File: config.mk
export PLATFORM = sky130hd
export DESIGN_NAME = ring_phase_monitor
export DESIGN_NICKNAME = d
export VERILOG_FILES = /design/src/rtl/ring_phase_monitor.sv
export SDC_FILE = /design/constraint.sdc
export NUM_CORES = 1
export LEC_CHECK = 0
export CAP_MARGIN = 20
export CORE_UTILIZATION = 51
export DETAILED_ROUTE_END_ITERATION = 16
export DONT_BUFFER_PORTS = 1
export PLACE_DENSITY = 0.73
export SETUP_SLACK_MARGIN = 0.5
export SYNTH_ARGS = -nofsm -noshare
export SYNTH_HDL_FRONTEND = slang
export SYNTH_SLANG_ARGS = --single-unit
export TNS_END_PERCENT = 100
File: constraint.sdc
create_clock -name Clock -period 3.1 [get_ports Clock]
set_input_delay 0 -clock Clock [delete_from_list [all_inputs] [get_ports Clock]]
set_output_delay 0 -clock Clock [all_outputs]
set_load 0.01 [all_outputs]
File: src/rtl/ring_phase_monitor.sv
// Checks a one-hot ring counter for legal single-step rotation, decodes the hot-bit phase and counts revolutions.
// Latency: one cycle from a Ring sample to every output; all outputs are registered.
// Backpressure: none; Ring is sampled unconditionally on every rising edge.
module ring_phase_monitor #(
    parameter int WIDTH    = 4,
    parameter int PW       = $clog2(WIDTH),
    parameter int REV_W    = 8,
    parameter int LOCK_CNT = 2
) (
    input  logic             Clock,
    input  logic             ORI,
    input  logic [WIDTH-1:0] Ring,
    input  logic             Clear,
    output logic [PW-1:0]    Phase,
    output logic             PhaseValid,
    output logic             Locked,
    output logic             Error,
    output logic [REV_W-1:0] RevCount,
    output logic             RevPulse
);

    localparam int CW = (LOCK_CNT < 2) ? 1 : $clog2(LOCK_CNT + 1);

    typedef enum logic [1:0] {
        SYNC   = 2'd0,
        LOCKED = 2'd1,
        FAULT  = 2'd2
    } state_t;

    state_t           state, state_nxt;
    logic [WIDTH-1:0] ring_q;
    logic [CW-1:0]    good_cnt, good_cnt_nxt;
    logic             err_nxt;
    logic [REV_W-1:0] rev_nxt;
    logic             pulse_nxt;

    logic             onehot;
    logic             step_ok;
    logic             wrap;
    logic [PW-1:0]    hot_idx;
    logic [WIDTH-1:0] ring_rot;

    assign ring_rot = {ring_q[WIDTH-2:0], ring_q[WIDTH-1]};
    // Clearing the lowest set bit leaves zero only for a single-bit value.
    assign onehot   = (Ring != '0) && ((Ring & (Ring - WIDTH'(1))) == '0);
    assign step_ok  = onehot && (Ring == ring_rot);
    assign wrap     = step_ok && Ring[0];

    always_comb begin
        hot_idx = '0;
        for (int i = 0; i < WIDTH; i++) begin
            if (Ring[i]) begin
                hot_idx = PW'(i);
            end
        end
    end

    always_comb begin
        state_nxt    = state;
        good_cnt_nxt = good_cnt;
        err_nxt      = Error;
        rev_nxt      = RevCount;
        pulse_nxt    = 1'b0;
        case (state)
            SYNC: begin
                if (step_ok) begin
                    if (good_cnt == CW'(LOCK_CNT - 1)) begin
                        state_nxt    = LOCKED;
                        good_cnt_nxt = '0;
                    end else begin
                        good_cnt_nxt = good_cnt + CW'(1);
                    end
                end else begin
                    good_cnt_nxt = '0;
                end
            end
            LOCKED: begin
                if (!step_ok) begin
                    state_nxt = FAULT;
                    err_nxt   = 1'b1;
                end else if (wrap) begin
                    rev_nxt   = RevCount + REV_W'(1);
                    pulse_nxt = 1'b1;
                end
            end
            FAULT: begin
                state_nxt = FAULT;
            end
            default: begin
                state_nxt    = SYNC;
                good_cnt_nxt = '0;
            end
        endcase
        // Clear outranks every decision above, including a fault on the same edge.
        if (Clear) begin
            state_nxt    = SYNC;
            good_cnt_nxt = '0;
            err_nxt      = 1'b0;
            rev_nxt      = '0;
            pulse_nxt    = 1'b0;
        end
    end

    always_ff @(posedge Clock or negedge ORI) begin
        if (!ORI) begin
            state      <= SYNC;
            ring_q     <= '0;
            good_cnt   <= '0;
            Phase      <= '0;
            PhaseValid <= 1'b0;
            Locked     <= 1'b0;
            Error      <= 1'b0;
            RevCount   <= '0;
            RevPulse   <= 1'b0;
        end else begin
            state      <= state_nxt;
            ring_q     <= Ring;
            good_cnt   <= good_cnt_nxt;
            PhaseValid <= onehot;
            if (onehot) begin
                Phase <= hot_idx;
            end
            Locked     <= (state_nxt == LOCKED);
            Error      <= err_nxt;
            RevCount   <= rev_nxt;
            RevPulse   <= pulse_nxt;
        end
    end

endmodule

==> results.sh <==
export IMPL_outcome="finished clean"
export IMPL_fmax_mhz=555
export IMPL_path_cells="inv_1 > ha_1 > nand2_1 > nor3_1 > nand4_1 > mux2_1"
export IMPL_power_mw=0.529
export IMPL_period_share_pct=58.1
export IMPL_place_ws_ns=1.31
export IMPL_die_y_um=50.1
export IMPL_ir_drop_uv=277
export IMPL_synth_top_cell_area_share_pct=46.6
export IMPL_clk_pin_slew_worst_paths_ns=0.12
export IMPL_synth_area_leaders="dfrtp_1 (47%), ha_1 (5.3%), xnor2_1 (5.2%), nor4b_4 (4.0%), nor2_1 (3.5%)"
export IMPL_placed_cell_area_sq_um=1170
export IMPL_vias=818
export IMPL_row_count=17
export IMPL_clock_sinks=22
export IMPL_powerDensity_nw_per_um2=413
export IMPL_setup_viol=0
export IMPL_worst_slack_ns=1.30
export IMPL_cp_start_kind="flop"
export IMPL_synth_avg_cell_area_sq_um=10.7
export IMPL_die_x_um=50.1
export IMPL_route_detailed_drc=0
export IMPL_layout_nets=129
export IMPL_path_max_fanout=7
export IMPL_syn_nets=122
export IMPL_synth_flop_cell="dfrtp_1"
export IMPL_slew_headroom_pct=63.9
export IMPL_rsz0062_at_grt="false"
export IMPL_hold_path_class="in -> async"
export IMPL_async_flop_share_pct=100
export IMPL_dp_hpwl_mm=1.47
export IMPL_cts_path_max_buffers=2
export IMPL_maxCapViolCount=0
export IMPL_cts_buffers=3
export IMPL_drive_gt1_share_pct=11.2
export IMPL_end_kind="flop"
export IMPL_drt_iter0_drc=8
export IMPL_design_area_sq_um=1280
export IMPL_coreArea_sq_um=2190
export IMPL_detail_route_antenna_nets=0
export IMPL_yosys_warnings=0
export IMPL_grt_pass1_wl_mm=3.80
export IMPL_post_cts_buffers=0
export IMPL_antenna_found_initial=0
export IMPL_ys_seq_area_share_pct=46.6
export IMPL_synth_common_cells="dfrtp_1 (22), nor2_1 (11), nand3_1 (7), xnor2_1 (7), a21oi_1 (6)"
export IMPL_io_buffers=0
export IMPL_tightest_slew_ns=0.539
export IMPL_required_ns=3.31
export IMPL_critical_path_top_delay_family="simple AND/OR/NAND/NOR gates"
export IMPL_viasPerCell=5.68
export IMPL_ctsRootBufferMaster="clkbuf_4"
export IMPL_initial_core_util_pct=53.9
export IMPL_critPathMaxStageDelay_ns=0.44
export IMPL_area_delta_synth_final_pct=8.58
export IMPL_maxSlewViolCount=0
export IMPL_synth_cell_types=38
export IMPL_ys_ff_latch=22
export IMPL_grt_pass1_vias=840
export IMPL_nFillCells=198
export IMPL_netlist_area_sq_um=1180
export IMPL_crit_type="reg -> reg"
export IMPL_grt_max_degree=23
export IMPL_fin_skew_ns=0.00507
export IMPL_grt_ovfl_total=0
export IMPL_period_needed_ns=1.80
export IMPL_yosys_area_top_type="dfrtp_1"
export IMPL_gr_usage_all_layers_pct=20.7
export IMPL_synth_most_common_cell="dfrtp_1"
export IMPL_clock_latency_ns=0.31
export IMPL_firstDrtPassIters=4
export IMPL_leakage_nw=0.533
export IMPL_io_pins=21
export IMPL_slowest_stage="dfrtp_1"
export IMPL_cts_tree="built"
export IMPL_gp_congestion=0.906
export IMPL_wire_per_inst_um=14.9
export IMPL_fin_util_pct=58.5
export IMPL_h_tree_depth=1
export IMPL_wl_mm=2.14
export IMPL_diodes=0
export IMPL_finalSetupTns_ns=0
export IMPL_synthCells=110
export IMPL_hold_viol=0
export IMPL_die_area_sq_um=2510
export IMPL_cp_num_buf_inv=1
export IMPL_synth_edf_count=0
export IMPL_arrival_ns=2.01
-- worst reg2reg max path: stages, from the launching register on --
cell	delay (ns)
dfrtp_1	0.44
inv_1	0.09
ha_1	0.23
nand2_1	0.19
nor3_1	0.28
nand4_1	0.14
mux2_1	0.33
-- power breakdown --
group,total (mW),switching (mW),leakage [nW],internal (mW)
combinational,0.0636,0.0359,0.218,0.0277
sequential,0.306,0.0102,0.294,0.296
clock,0.160,0.0878,0.0210,0.0717
-- layout by cell type, fill, tap and decap left out, types with 2 or more instances in the layout --
cell / count
a31oi_1: 3
clkbuf_4: 3
dlygate4sd3_1: 6
nand3_1: 7
o21ai_0: 2
nor2_1: 11
nor3_1: 4
nand2_1: 5
and2_1: 2
nand4_1: 2
ha_1: 5
dfrtp_1: 22
a21o_1: 2
o31ai_1: 2
a21oi_1: 6
xnor2_1: 7
nor4b_4: 2
inv_1: 4
-- timing repair --
item                      CTS  global route
gates resized for setup     0             0
hold buffers                6             0
hold endpoints to repair   43             0
-- cells by family (layout without fill, tap and decap cells) --
group	Yosys count	count (layout)	synth area share (%)
AO/OA/AOI/OAI	20	20	11.4
XOR/XNOR	9	9	7.31
adder cells (fa/ha/maj)	5	5	5.30
buffers and inverters	10	16	5.61
flip-flops	22	22	46.6
multiplexers	2	2	1.80
AND/OR/NAND/NOR	42	42	21.9
-- sequential cells by signal, summed over array words and instances (netlist names) --
register	cells
Error	1
Locked	1
Phase	2
PhaseValid	1
RevCount	8
RevPulse	1
good_cnt	2
ring_q	4
state	2
-- per-layer routing --
layer	vias to the layer above	global-route usage [%]	share of wire (%)
met4	0	10.0	1.8
met5	-	0	0
met3	5	5.56	3.0
met2	15	35.1	50
met1	399	23.7	45
li1	399	-	-
-- metrics by stage --
stage / std cells / hold WS, ns
finish: 144 / 0.0651
global route: 144 / 0.0910
CTS: 143 / 0.0493
detailed placement: 133 / -0.295
global placement: 133 / -0.295
floorplan: 110 / -0.296
-- worst paths after layout --
kind	to	depth (start not counted)	slack, ns	from
max reg2reg	RevCount[7]	6	1.30	state[1]
max in group asynchronous	state[1]	2	2.57	ORI
max	RevCount[7]	6	1.30	state[1]
min in group Clock	Phase[0]	4	0.07	Ring[2]
min	RevCount[7]	1	0.07	ORI
min reg2reg	good_cnt[1]	1	0.56	good_cnt[1]
-- final cells by class --
cell class                 instances  area (sq um)  area share, %
multi-input combinational         78           564           44.0
sequential                        22           551           42.9
timing repair buffer               7          75.1           5.85
clock buffer                       4          36.3           2.83
tap                               28          35.0           2.73
inverter                           5          21.3           1.66
(Power assumes the default switching activity.)
